## config.mk

```make
export PLATFORM = sky130hd
export DESIGN_NAME = data_mem_responder_flat
export DESIGN_NICKNAME = d
export VERILOG_FILES = /design/src/rtl/data_mem_responder_pkg.sv /design/src/rtl/data_mem_responder_if.sv /design/src/rtl/data_mem_responder_lane_align.sv /design/src/rtl/data_mem_responder.sv /design/src/flat_wrapper.sv
export SDC_FILE = /design/constraint.sdc
export NUM_CORES = 1
export LEC_CHECK = 0
export ABC_AREA = 0
export BUFFER_PORTS_ARGS = -buffer_cell sky130_fd_sc_hd__buf_2
export CAP_MARGIN = 20
export CORE_MARGIN = 2
export CORE_UTILIZATION = 49
export CTS_BUF_LIST = sky130_fd_sc_hd__clkbuf_8 sky130_fd_sc_hd__clkbuf_16
export DETAILED_ROUTE_END_ITERATION = 6
export GPL_ROUTABILITY_DRIVEN = 1
export PLACE_DENSITY = 0.74
export SLEW_MARGIN = 20
export SYNTH_ARGS = -nofsm -noshare
export SYNTH_HDL_FRONTEND = slang
export SYNTH_HIERARCHICAL = 1
export SYNTH_SLANG_ARGS = --single-unit
```

## constraint.sdc

```tcl
create_clock -name clk_50M -period 4 [get_ports clk_50M]
set_input_delay 0.2 -clock clk_50M [delete_from_list [all_inputs] [get_ports clk_50M]]
set_output_delay 0.2 -clock clk_50M [all_outputs]
set_load 0.02 [all_outputs]
```

## src/rtl/data_mem_responder_pkg.sv

```systemverilog
// Shared definitions for the data-memory responder: mem_ctrl_signal bit positions,
// access-size codes and the SRAM access FSM states.
package data_mem_responder_pkg;

  localparam int MEM_CTRL_READ  = 4;
  localparam int MEM_CTRL_WRITE = 3;
  localparam int MEM_CTRL_SIGN  = 2;

  localparam logic [1:0] MEM_SIZE_B = 2'b00;
  localparam logic [1:0] MEM_SIZE_H = 2'b01;
  localparam logic [1:0] MEM_SIZE_W = 2'b10;

  typedef enum logic [1:0] {
    ST_IDLE,
    ST_SETUP,
    ST_ACCESS,
    ST_DONE
  } mem_state_t;

  function automatic logic is_req(input logic [4:0] ctrl);
    return ctrl[MEM_CTRL_READ] | ctrl[MEM_CTRL_WRITE];
  endfunction

endpackage

```

## src/rtl/data_mem_responder_if.sv

```systemverilog
// CPU data-memory port: request from cpu_core (master), result/stall from the responder (slave).
interface data_mem_responder_if;

  logic [31:0] mem_addr;
  logic [31:0] mem_wdata;
  logic [4:0]  mem_ctrl_signal;
  logic [31:0] mem_rdata;
  logic        mem_stall;
  logic        mem_misalign;

  modport master (
    output mem_addr, mem_wdata, mem_ctrl_signal,
    input  mem_rdata, mem_stall, mem_misalign
  );

  modport slave (
    input  mem_addr, mem_wdata, mem_ctrl_signal,
    output mem_rdata, mem_stall, mem_misalign
  );

endinterface

```

## src/rtl/data_mem_responder_lane_align.sv

```systemverilog
// Combinational little-endian lane logic: byte enables, store-data replication,
// load extraction with sign/zero extension, and misalignment detection.
module data_mem_responder_lane_align
  import data_mem_responder_pkg::*;
(
  input  logic [1:0]  addr_lo,
  input  logic [1:0]  size,
  input  logic        sign_ext,
  input  logic [31:0] wdata,
  input  logic [31:0] rdata_raw,
  output logic [3:0]  be_n,
  output logic [31:0] wdata_lanes,
  output logic [31:0] rdata_ext,
  output logic        misalign
);

  logic [7:0]  byte_lane;
  logic [15:0] half_lane;

  always_comb begin
    byte_lane   = rdata_raw[{addr_lo, 3'b000} +: 8];
    half_lane   = addr_lo[1] ? rdata_raw[31:16] : rdata_raw[15:0];
    be_n        = 4'h0;
    wdata_lanes = wdata;
    rdata_ext   = rdata_raw;
    misalign    = 1'b0;
    case (size)
      MEM_SIZE_B: begin
        be_n        = ~(4'b0001 << addr_lo);
        wdata_lanes = {4{wdata[7:0]}};
        rdata_ext   = {{24{sign_ext & byte_lane[7]}}, byte_lane};
      end
      MEM_SIZE_H: begin
        be_n        = addr_lo[1] ? 4'b0011 : 4'b1100;
        wdata_lanes = {2{wdata[15:0]}};
        rdata_ext   = {{16{sign_ext & half_lane[15]}}, half_lane};
        misalign    = addr_lo[0];
      end
      // MEM_SIZE_W and the spare 2'b11 code are both full-word accesses
      default: begin
        be_n        = 4'h0;
        wdata_lanes = wdata;
        rdata_ext   = rdata_raw;
        misalign    = |addr_lo;
      end
    endcase
  end

endmodule

```

## src/rtl/data_mem_responder.sv

```systemverilog
// Serves one cpu_core load/store at a time as a multi-cycle async-SRAM access,
// stalling the pipeline from the request cycle until the access completes.
module data_mem_responder
  import data_mem_responder_pkg::*;
#(
  parameter int SRAM_AW     = 20,
  parameter int WAIT_CYCLES = 1
)
(
  input  logic               clk_50M,
  input  logic               reset_btn,
  data_mem_responder_if.slave cpu,
  output logic [SRAM_AW-1:0] sram_addr,
  output logic [31:0]        sram_data_o,
  input  logic [31:0]        sram_data_i,
  output logic               sram_data_oe,
  output logic               sram_ce_n,
  output logic               sram_oe_n,
  output logic               sram_we_n,
  output logic [3:0]         sram_be_n
);

  localparam int CW = $clog2(WAIT_CYCLES + 1);
  localparam logic [CW-1:0] WAIT_LAST = CW'(WAIT_CYCLES - 1);

  mem_state_t           state_q, state_d;
  logic [CW-1:0]        wait_q, wait_d;
  logic [SRAM_AW+1:0]   addr_q, addr_d;
  logic [31:0]          wdata_q, wdata_d;
  logic [4:0]           ctrl_q, ctrl_d;
  logic [31:0]          rdata_q, rdata_d;
  logic [SRAM_AW-1:0]   sram_addr_q, sram_addr_d;
  logic [31:0]          data_o_q, data_o_d;
  logic                 data_oe_q, data_oe_d;
  logic                 ce_n_q, ce_n_d;
  logic                 oe_n_q, oe_n_d;
  logic                 we_n_q, we_n_d;
  logic [3:0]           be_n_q, be_n_d;

  logic [SRAM_AW+1:0]   eff_addr;
  logic [31:0]          eff_wdata;
  logic [4:0]           eff_ctrl;
  logic                 eff_write, eff_read;
  logic                 req_in, take;
  logic [3:0]           lane_be_n;
  logic [31:0]          lane_wdata, lane_rdata;
  logic                 lane_misalign;
  logic                 unused_addr_hi;

  assign unused_addr_hi = ^cpu.mem_addr[31:SRAM_AW+2];

  // In IDLE the lane logic looks at the live request; afterwards at the latched one.
  assign eff_addr  = (state_q == ST_IDLE) ? cpu.mem_addr[SRAM_AW+1:0] : addr_q;
  assign eff_wdata = (state_q == ST_IDLE) ? cpu.mem_wdata : wdata_q;
  assign eff_ctrl  = (state_q == ST_IDLE) ? cpu.mem_ctrl_signal : ctrl_q;
  assign eff_write = eff_ctrl[MEM_CTRL_WRITE];
  assign eff_read  = eff_ctrl[MEM_CTRL_READ] & ~eff_ctrl[MEM_CTRL_WRITE];

  assign req_in = is_req(cpu.mem_ctrl_signal);
  assign take   = (state_q == ST_IDLE) && req_in && !lane_misalign;

  data_mem_responder_lane_align u_lane_align (
    .addr_lo     (eff_addr[1:0]),
    .size        (eff_ctrl[1:0]),
    .sign_ext    (eff_ctrl[MEM_CTRL_SIGN]),
    .wdata       (eff_wdata),
    .rdata_raw   (sram_data_i),
    .be_n        (lane_be_n),
    .wdata_lanes (lane_wdata),
    .rdata_ext   (lane_rdata),
    .misalign    (lane_misalign)
  );

  always_ff @(posedge clk_50M or posedge reset_btn) begin
    if (reset_btn) begin
      state_q     <= ST_IDLE;
      wait_q      <= '0;
      addr_q      <= '0;
      wdata_q     <= '0;
      ctrl_q      <= '0;
      rdata_q     <= '0;
      sram_addr_q <= '0;
      data_o_q    <= '0;
      data_oe_q   <= 1'b0;
      ce_n_q      <= 1'b1;
      oe_n_q      <= 1'b1;
      we_n_q      <= 1'b1;
      be_n_q      <= 4'hF;
    end else begin
      state_q     <= state_d;
      wait_q      <= wait_d;
      addr_q      <= addr_d;
      wdata_q     <= wdata_d;
      ctrl_q      <= ctrl_d;
      rdata_q     <= rdata_d;
      sram_addr_q <= sram_addr_d;
      data_o_q    <= data_o_d;
      data_oe_q   <= data_oe_d;
      ce_n_q      <= ce_n_d;
      oe_n_q      <= oe_n_d;
      we_n_q      <= we_n_d;
      be_n_q      <= be_n_d;
    end
  end

  always_comb begin
    state_d     = state_q;
    wait_d      = wait_q;
    addr_d      = addr_q;
    wdata_d     = wdata_q;
    ctrl_d      = ctrl_q;
    rdata_d     = rdata_q;
    sram_addr_d = sram_addr_q;
    data_o_d    = data_o_q;
    data_oe_d   = 1'b0;
    ce_n_d      = 1'b1;
    oe_n_d      = 1'b1;
    we_n_d      = 1'b1;
    be_n_d      = 4'hF;

    case (state_q)
      ST_IDLE: begin
        if (take) begin
          state_d = ST_SETUP;
          addr_d  = cpu.mem_addr[SRAM_AW+1:0];
          wdata_d = cpu.mem_wdata;
          ctrl_d  = cpu.mem_ctrl_signal;
        end
      end
      ST_SETUP: begin
        state_d = ST_ACCESS;
        wait_d  = '0;
      end
      ST_ACCESS: begin
        if (wait_q == WAIT_LAST) begin
          state_d = ST_DONE;
          if (eff_read) rdata_d = lane_rdata;
        end else begin
          wait_d = wait_q + 1'b1;
        end
      end
      default: state_d = ST_IDLE;
    endcase

    // Pads are registered, so they are computed for the state being entered.
    if (state_d == ST_SETUP || state_d == ST_ACCESS) begin
      ce_n_d      = 1'b0;
      be_n_d      = lane_be_n;
      sram_addr_d = eff_addr[SRAM_AW+1:2];
      data_o_d    = lane_wdata;
      data_oe_d   = eff_write;
      oe_n_d      = ~eff_read;
      we_n_d      = ~((state_d == ST_ACCESS) && eff_write);
    end
  end

  assign cpu.mem_rdata    = rdata_q;
  assign cpu.mem_stall    = !reset_btn &&
                            (take || state_q == ST_SETUP || state_q == ST_ACCESS);
  assign cpu.mem_misalign = !reset_btn && (state_q == ST_IDLE) && req_in && lane_misalign;

  assign sram_addr    = sram_addr_q;
  assign sram_data_o  = data_o_q;
  assign sram_data_oe = data_oe_q;
  assign sram_ce_n    = ce_n_q;
  assign sram_oe_n    = oe_n_q;
  assign sram_we_n    = we_n_q;
  assign sram_be_n    = be_n_q;

endmodule

```

## src/flat_wrapper.sv

```systemverilog
// flat-port wrapper written by rule: the top's interface ports become plain ports
module data_mem_responder_flat import data_mem_responder_pkg::*;
#(
  parameter int SRAM_AW     = 20,
  parameter int WAIT_CYCLES = 1
)
  (clk_50M, reset_btn, sram_addr, sram_data_o, sram_data_i, sram_data_oe, sram_ce_n, sram_oe_n, sram_we_n, sram_be_n, cpu_mem_addr, cpu_mem_wdata, cpu_mem_ctrl_signal, cpu_mem_rdata, cpu_mem_stall, cpu_mem_misalign);
  data_mem_responder_if cpu_i ();
  input  logic clk_50M;
  input  logic reset_btn;
  output logic [SRAM_AW-1:0] sram_addr;
  output logic [31:0] sram_data_o;
  input  logic [31:0] sram_data_i;
  output logic sram_data_oe;
  output logic sram_ce_n;
  output logic sram_oe_n;
  output logic sram_we_n;
  output logic [3:0] sram_be_n;
  input wire logic [$bits(cpu_i.mem_addr)-1:0] cpu_mem_addr;
  input wire logic [$bits(cpu_i.mem_wdata)-1:0] cpu_mem_wdata;
  input wire logic [$bits(cpu_i.mem_ctrl_signal)-1:0] cpu_mem_ctrl_signal;
  output wire logic [$bits(cpu_i.mem_rdata)-1:0] cpu_mem_rdata;
  output wire logic [$bits(cpu_i.mem_stall)-1:0] cpu_mem_stall;
  output wire logic [$bits(cpu_i.mem_misalign)-1:0] cpu_mem_misalign;
  assign cpu_i.mem_addr = cpu_mem_addr;
  assign cpu_i.mem_wdata = cpu_mem_wdata;
  assign cpu_i.mem_ctrl_signal = cpu_mem_ctrl_signal;
  assign cpu_mem_rdata = cpu_i.mem_rdata;
  assign cpu_mem_stall = cpu_i.mem_stall;
  assign cpu_mem_misalign = cpu_i.mem_misalign;
  data_mem_responder #(.SRAM_AW(SRAM_AW), .WAIT_CYCLES(WAIT_CYCLES)) u_core (.clk_50M(clk_50M), .reset_btn(reset_btn), .cpu(cpu_i), .sram_addr(sram_addr), .sram_data_o(sram_data_o), .sram_data_i(sram_data_i), .sram_data_oe(sram_data_oe), .sram_ce_n(sram_ce_n), .sram_oe_n(sram_oe_n), .sram_we_n(sram_we_n), .sram_be_n(sram_be_n));
endmodule
```

Yosys cells after proc, flatten, opt, wreduce, memory -nomap -nowiden
Cells that the tools add are included.
{ "word_totals": {"regBits": 154, "inputBits": 103, "output_inout_bits": 94} }
{ "op_classes": {"addsub": 1, "eq_ne": 5, "n_shift": 2, "mux": 19, "bitwise_logic": 9, "n_reduce_logical": 18} }
{ "op_table": {"columns": ["op", "n"], "rows": [
  ["case mux 32 bit (2 select lines)", 2],
  ["2-to-1 mux 32 bit", 1],
  ["indexed part select 32 x 6 -> 8 bit", 1],
  ["2-to-1 mux 22 bit", 1],
  ["2-to-1 mux 16 bit", 1],
  ["2-to-1 mux 4 bit", 2],
  ["case mux 4 bit (2 select lines)", 1],
  ["logical AND 1 bit", 7],
  ["== test 2 x 1 -> 1 bit (second input constant)", 3],
  ["case mux 2 bit (3 select lines)", 1],
  ["2-to-1 mux 1 bit", 5],
  ["2-to-1 mux 5 bit", 1],
  ["== test 2 bit (second input constant)", 2],
  ["logical NOT 2 bit", 2],
  ["2-to-1 mux 2 bit", 2],
  ["NOT 1 bit", 4],
  ["NOT 4 bit", 1],
  ["case mux 1 bit (2 select lines)", 2],
  ["<< shifter 1 x 2 -> 4 bit (first input constant)", 1],
  ["AND 1 bit", 3],
  ["logical OR 1 bit", 3],
  ["AND reduction 3 bit", 1],
  ["logical NOT 1 bit", 2],
  ["AND reduction 2 bit", 1],
  ["4 further kinds", 4]
]} }

Longest topological paths before layout
{ "logic_depth": {"depth_word": 12, "ltp_mapped": 16, "ltp_nobuf": 9} }

Modules after synthesis
Netlist, hierarchy kept.
{ "modules_own_cells": {"columns": ["mod", "n_inst", "cells_per_inst", "area_per_inst_um2", "seq_area_each_um2"], "rows": [
  ["data_mem_responder", 1, 418, 6685.2, 3837.4],
  ["data_mem_responder_lane_align", 1, 201, 1283.7, 0.0]
]} }

Worst setup path before layout
No wires, ideal clock.
{ "synth_path": {"path_type": "register to register", "startpoint": "register u_core.state_q[1]", "endpoint": "register u_core.data_o_q[21], in the netlist u_core/sram_data_o[21]", "arrival_ns": 3.695, "t_required_ns": 3.875, "path_slack_ns": 0.180, "path_stages_with_launch": 17, "path_buffers": 7, "period_less_slack_ns": 3.820, "cell_sequence": "dfrtp_1 -> inv_1 -> ha_1 -> buf_2 -> buf_1 -> buf_2 -> mux2_2 -> buf_2 -> clkbuf_1 -> a21oi_1 -> nor2_1 -> o21ba_1 -> nor4bb_1 -> a211o_1 -> buf_4 -> buf_2 -> mux2_4"} }
{ "synth_via": {"elab_chain_len": 10, "word_cells_on_any_way": 20, "classes_between": "eq/ne: 5; mux: 8; reduce/logical: 7"} }
{ "synth_lines": {"columns": ["item", "line_no", "source"], "rows": [
  ["start, declared", "data_mem_responder.sv:26", "mem_state_t state_q, state_d;"],
  ["start signal, assigned", "data_mem_responder.sv:90", "state_q <= state_d;"],
  ["logical NOT 2 bit (*)", "data_mem_responder.sv:55", "assign eff_ctrl = (state_q == ST_IDLE) ? cpu.mem_ctrl_signal : ctrl_q;"],
  ["2-to-1 mux 5 bit (*)", "data_mem_responder.sv:55", null],
  ["named net u_core.eff_ctrl[1]", "data_mem_responder.sv:42", "logic [4:0] eff_ctrl;"],
  ["== test 2 x 1 -> 1 bit or logical NOT 2 bit (tied branches)", "data_mem_responder_lane_align.sv:27", "case (size)"],
  ["case mux 1 bit (2 select lines) (*)", "data_mem_responder_lane_align.sv:27", null],
  ["named net u_core.lane_misalign", "data_mem_responder.sv:47", "logic lane_misalign;"],
  ["logical NOT 1 bit (*)", "data_mem_responder.sv:60", "assign take = (state_q == ST_IDLE) && req_in && !lane_misalign;"],
  ["logical AND 1 bit (*)", "data_mem_responder.sv:60", null],
  ["2-to-1 mux 2 bit (*)", "data_mem_responder.sv:123", "if (take) begin"],
  ["case mux 2 bit (3 select lines) (*)", "data_mem_responder.sv:121", "case (state_q)"],
  ["== test 2 x 1 -> 1 bit or == test 2 bit (tied branches)", "data_mem_responder.sv:146", "if (state_d == ST_SETUP || state_d == ST_ACCESS) begin"],
  ["logical OR 1 bit (*)", "data_mem_responder.sv:146", null],
  ["end signal, assigned", "data_mem_responder.sv:97", "data_o_q <= data_o_d;"],
  ["end, declared", "data_mem_responder.sv:33", "logic [31:0] data_o_q, data_o_d;"]
]} }
Mark *: on every way through the listed nets, which the timed path passes. The rest lies on a longest branch.
A chain may end at the register's enable or synchronous reset.

Worst setup path after layout
{ "layout_path": {"startpoint": "register u_core.state_q[1]", "endpoint": "output port cpu_mem_stall"} }
{ "layout_via": {"elab_chain_len": 9, "word_cells_on_any_way": 15, "classes_between": "eq/ne: 3; mux: 3; reduce/logical: 9"} }
{ "layout_lines": {"columns": ["item", "line_no", "source"], "rows": [
  ["logical NOT 2 bit (*)", "data_mem_responder.sv:53", "assign eff_addr = (state_q == ST_IDLE) ? cpu.mem_addr[SRAM_AW+1:0] : addr_q;"],
  ["2-to-1 mux 22 bit (*)", "data_mem_responder.sv:53", null],
  ["named net u_core.eff_addr[0]", "data_mem_responder.sv:40", "logic [SRAM_AW+1:0] eff_addr;"],
  ["OR reduction 2 bit", "data_mem_responder_lane_align.sv:44", "misalign = |addr_lo;"],
  ["case mux 1 bit (2 select lines) (*)", "data_mem_responder_lane_align.sv:27", null],
  ["named net u_core.lane_misalign", "data_mem_responder.sv:47", null],
  ["logical NOT 1 bit (*)", "data_mem_responder.sv:60", null],
  ["logical AND 1 bit (*)", "data_mem_responder.sv:60", null],
  ["logical OR 1 bit (*) (2 in a row)", "data_mem_responder.sv:159", "(take || state_q == ST_SETUP || state_q == ST_ACCESS);"],
  ["logical AND 1 bit (*)", "data_mem_responder.sv:158", "assign cpu.mem_stall = !reset_btn &&"],
  ["end, declared", "flat_wrapper.sv:23", "output wire logic [$bits(cpu_i.mem_stall)-1:0] cpu_mem_stall;"]
]} }
Marked as above.

==> flow_summary.ini <==
[synthesis]
synthTopCellsByArea = dfrtp_1, mux2_2, mux2_4
netlist.area_leader.share_pct = 45.8
yosysUniqueCellTypes = 43
async_flop_share_pct = 100
ys.flop_type = dfrtp_1
synth_nets = 726
synth_seq_area_share_pct = 48.2
syn_area_sq_um = 7970
syn_avg_cell_area_sq_um = 12.9
synth_edf_count = 0
ys_ff_latch = 153
synth_cells = 619
yosysTopAreaCell = dfrtp_1
ys_warn_count = 6

[die]
start_util_pct = 50.2
core_area_sq_um = 15900
die_y_um = 132
die-area_sq_um = 17300
die_w_um = 132
ios = 197
rows = 46

[route]
wl_per_cell_um = 18.7
route.met3.wl_mm = 1.17
wl_mm = 19.0
wl_met2_mm = 9.46
highest_layer = met4
num_vias = 5447
drc = 0
wl_met1_mm = 8.01
drtIter0Drc = 272
ant_nets = 0
drt_pass1_iterations = 6
vias_per_cell = 5.36

[timing]
maxSlewViolCount = 0
fin_crit_sh_pct = 87.2
setup_viol = 0
fin_crit_ns = 3.49
skew_ns = 0.00769
fmax_mhz = 287
timing_hold_violations_final = 0
tightest_slew_ns = 0.680
slew_headroom_pct = 54.7
fin_setup_tns_ns = 0
rsz0062_at_grt = no

[setup_path]
worstRegToRegCells = 10
rrSetupSlack_ns = 0.59
required_ns = 3.80
regToRegStartpoint = u_core/state_q[1]
start_kind = flop
cp.arrival_ns = 3.29
cp_max_fo = 54
slowest_delay_ns = 0.44
worstSetupPathType = reg -> out
crit_chain = inv_1, ha_2, mux2_2, a21oi_1, nor2_1, nor2b_1, nor2b_4, buf_12, nor3_1, nor2_1, buf_2
r2r_end = u_core/sram_addr[2]
cpMostUsedCell = nor2_1
cp-end-kind = output pin
cp_slowest_cell = mux2_2

[min_path]
holdCritStartpoint = cpu_mem_wdata[7]
hold_end = u_core/wdata_q[7]
worstHoldPathType = in -> reg
worstHoldPathCells = 2

[run]
cap_violations = 0

[global_routing]
grt_max_degree = 89
grt_pass1_vias = 5888
antenna_found_initial = 0
track_usage_pct = 22.2
grt_overflow = 0
grt_pass1_wl_mm = 30.5

[power]
power_density_nw_per_um2 = 1140
power_leakage_nw = 4.62
ir_drop_mv = 0.512
power_mw = 11.0

[place]
dpl_cell_area_sq_um = 9020
port_buffers = 186
dp_cells = 983
dp_hpwl_mm = 13.4
place.gp.congestion = 0.788

[finish]
fin_nets = 894
syn_to_final_growth_pct = 21.0
fill_cells = 1289
drive_above_1_share_pct = 57.3
stdcell_area_sq_um = 9640
layout.cells.non_filler = 1016
antennaDiodeCount = 0

[clocking]
clock_sinks = 153
clk_root_buffer_cell = clkbuf_16
clk_pin_slew_ns = 0.06
clockBufferDepth = 2
cts_made_buffers = 17
clock_latency_ns = 0.42
htreeDepth = 4
cts_tree = yes

[outcome]
status = completed
[state kept, by name, indices dropped and copies added (netlist names)]
signal / flops
u_core/cpu.mem_rdata: 32
u_core/sram_oe_n: 1
u_core/sram_data_oe: 1
u_core/wdata_q: 32
u_core/sram_ce_n: 1
u_core/sram_data_o: 32
u_core/sram_addr: 20
u_core/state_q: 2
u_core/sram_be_n: 4
u_core/addr_q: 22
u_core/ctrl_q: 5
u_core/sram_we_n: 1
[worst max path at each step]
stage	depth (start not counted)	from	endpoint
floorplan	16	u_core/state_q[1]	u_core/sram_data_o[21]
global placement	10	u_core/state_q[1]	u_core/sram_addr[18]
detailed placement	10	u_core/state_q[1]	u_core/sram_addr[8]
CTS	11	u_core/state_q[1]	cpu_mem_stall
global route	11	u_core/state_q[1]	cpu_mem_stall
finish	11	u_core/state_q[1]	cpu_mem_stall
[kinds of logic (layout without fill, tap and decap cells)]
group	count (synthesis)	count (layout)	synth area share, %
mux	227	227	34.4
fa+ha+maj	4	4	0.628
buf+inv	58	239	4.32
simple gates	104	104	6.12
xor+xnor	1	1	0.110
flops	153	153	48.2
compound gates	72	72	6.23
[routing by layer]
layer	global-route usage, %	up-vias
met5	0	-
met4	6.28	0
met3	6.91	26
met2	38.2	187
met1	26.9	2704
li1	-	2530
[cells in the mapped netlist (8+ instances only)]
library cell    n
a21oi_2        10
nor2_1         19
dfrtp_1       146
nor2b_1        15
clkbuf_1        9
mux2_4         53
mux2i_1        18
a21oi_1        30
nand2_1        50
mux2_2        155
inv_1           8
o21ai_0         9
buf_4          10
buf_2          22
[report_power, final]
part	internal, mW	leakage [nW]	switching, mW
sequential	2.41	1.83	0.415
combinational	3.31	2.47	3.20
clock	1.05	0.317	0.618
total	6.76	4.62	4.23
[cells in the final DEF (no fill, tap or decap), types with 2 or more instances in the layout]
cell | synthesis | routed
nor3_1 | 2 | 2
nand3_1 | 2 | 2
o221ai_1 | 7 | 7
a221o_1 | 7 | 7
dfrtp_1 | 146 | 146
buf_4 | 10 | 8
a21oi_2 | 10 | 10
o22ai_1 | 2 | 2
a21oi_1 | 30 | 30
clkbuf_16 | 0 | 17
mux2_2 | 155 | 155
o21ai_0 | 9 | 9
bufinv_16 | 0 | 4
clkinv_4 | 0 | 2
mux2_4 | 53 | 53
dfstp_2 | 7 | 7
nand2b_1 | 7 | 7
nor2_1 | 19 | 19
buf_12 | 1 | 4
nor2b_1 | 15 | 14
nand2_1 | 50 | 50
buf_2 | 22 | 186
clkinvlp_4 | 0 | 2
ha_1 | 4 | 3
inv_1 | 8 | 13
mux2i_1 | 18 | 18
[worst max-delay path, delay by kind of cell (launching register included)]
kind,cells,cell delay (ns)
flops,1,0.42
fa+ha+maj,1,0.30
mux,1,0.44
simple gates,5,0.82
compound gates,1,0.19
buf+inv,3,0.68
[stage by stage]
step	hold WS (ns)	setup WS, ns	util [%]
6_report	0.0247	0.513	60.7
4_1_cts	0.00571	0.492	60.7
5_1_grt	0.00887	0.241	60.7
3_5_place_dp	0.185	0.633	56.8
2_1_floorplan	0.323	0.180	-
3_3_place_gp	0.181	0.795	56.8
[area by class of cell]
type	instances	area, sq um	area share (%)
sequential	153	3840	39.8
timing repair buffer	199	1080	11.2
inverter	8	33.8	0.350
multi-input combinational	408	3810	39.5
clock inverter	14	173	1.79
tap	216	270	2.80
clock buffer	18	439	4.56
[repair_timing]
item,4_1_cts,5_1_grt
gates resized for setup,0,0
hold buffers,1,0
endpoints found under the hold margin,10,0
setup buffers,0,0
Power figures use the tool's default switching activity.
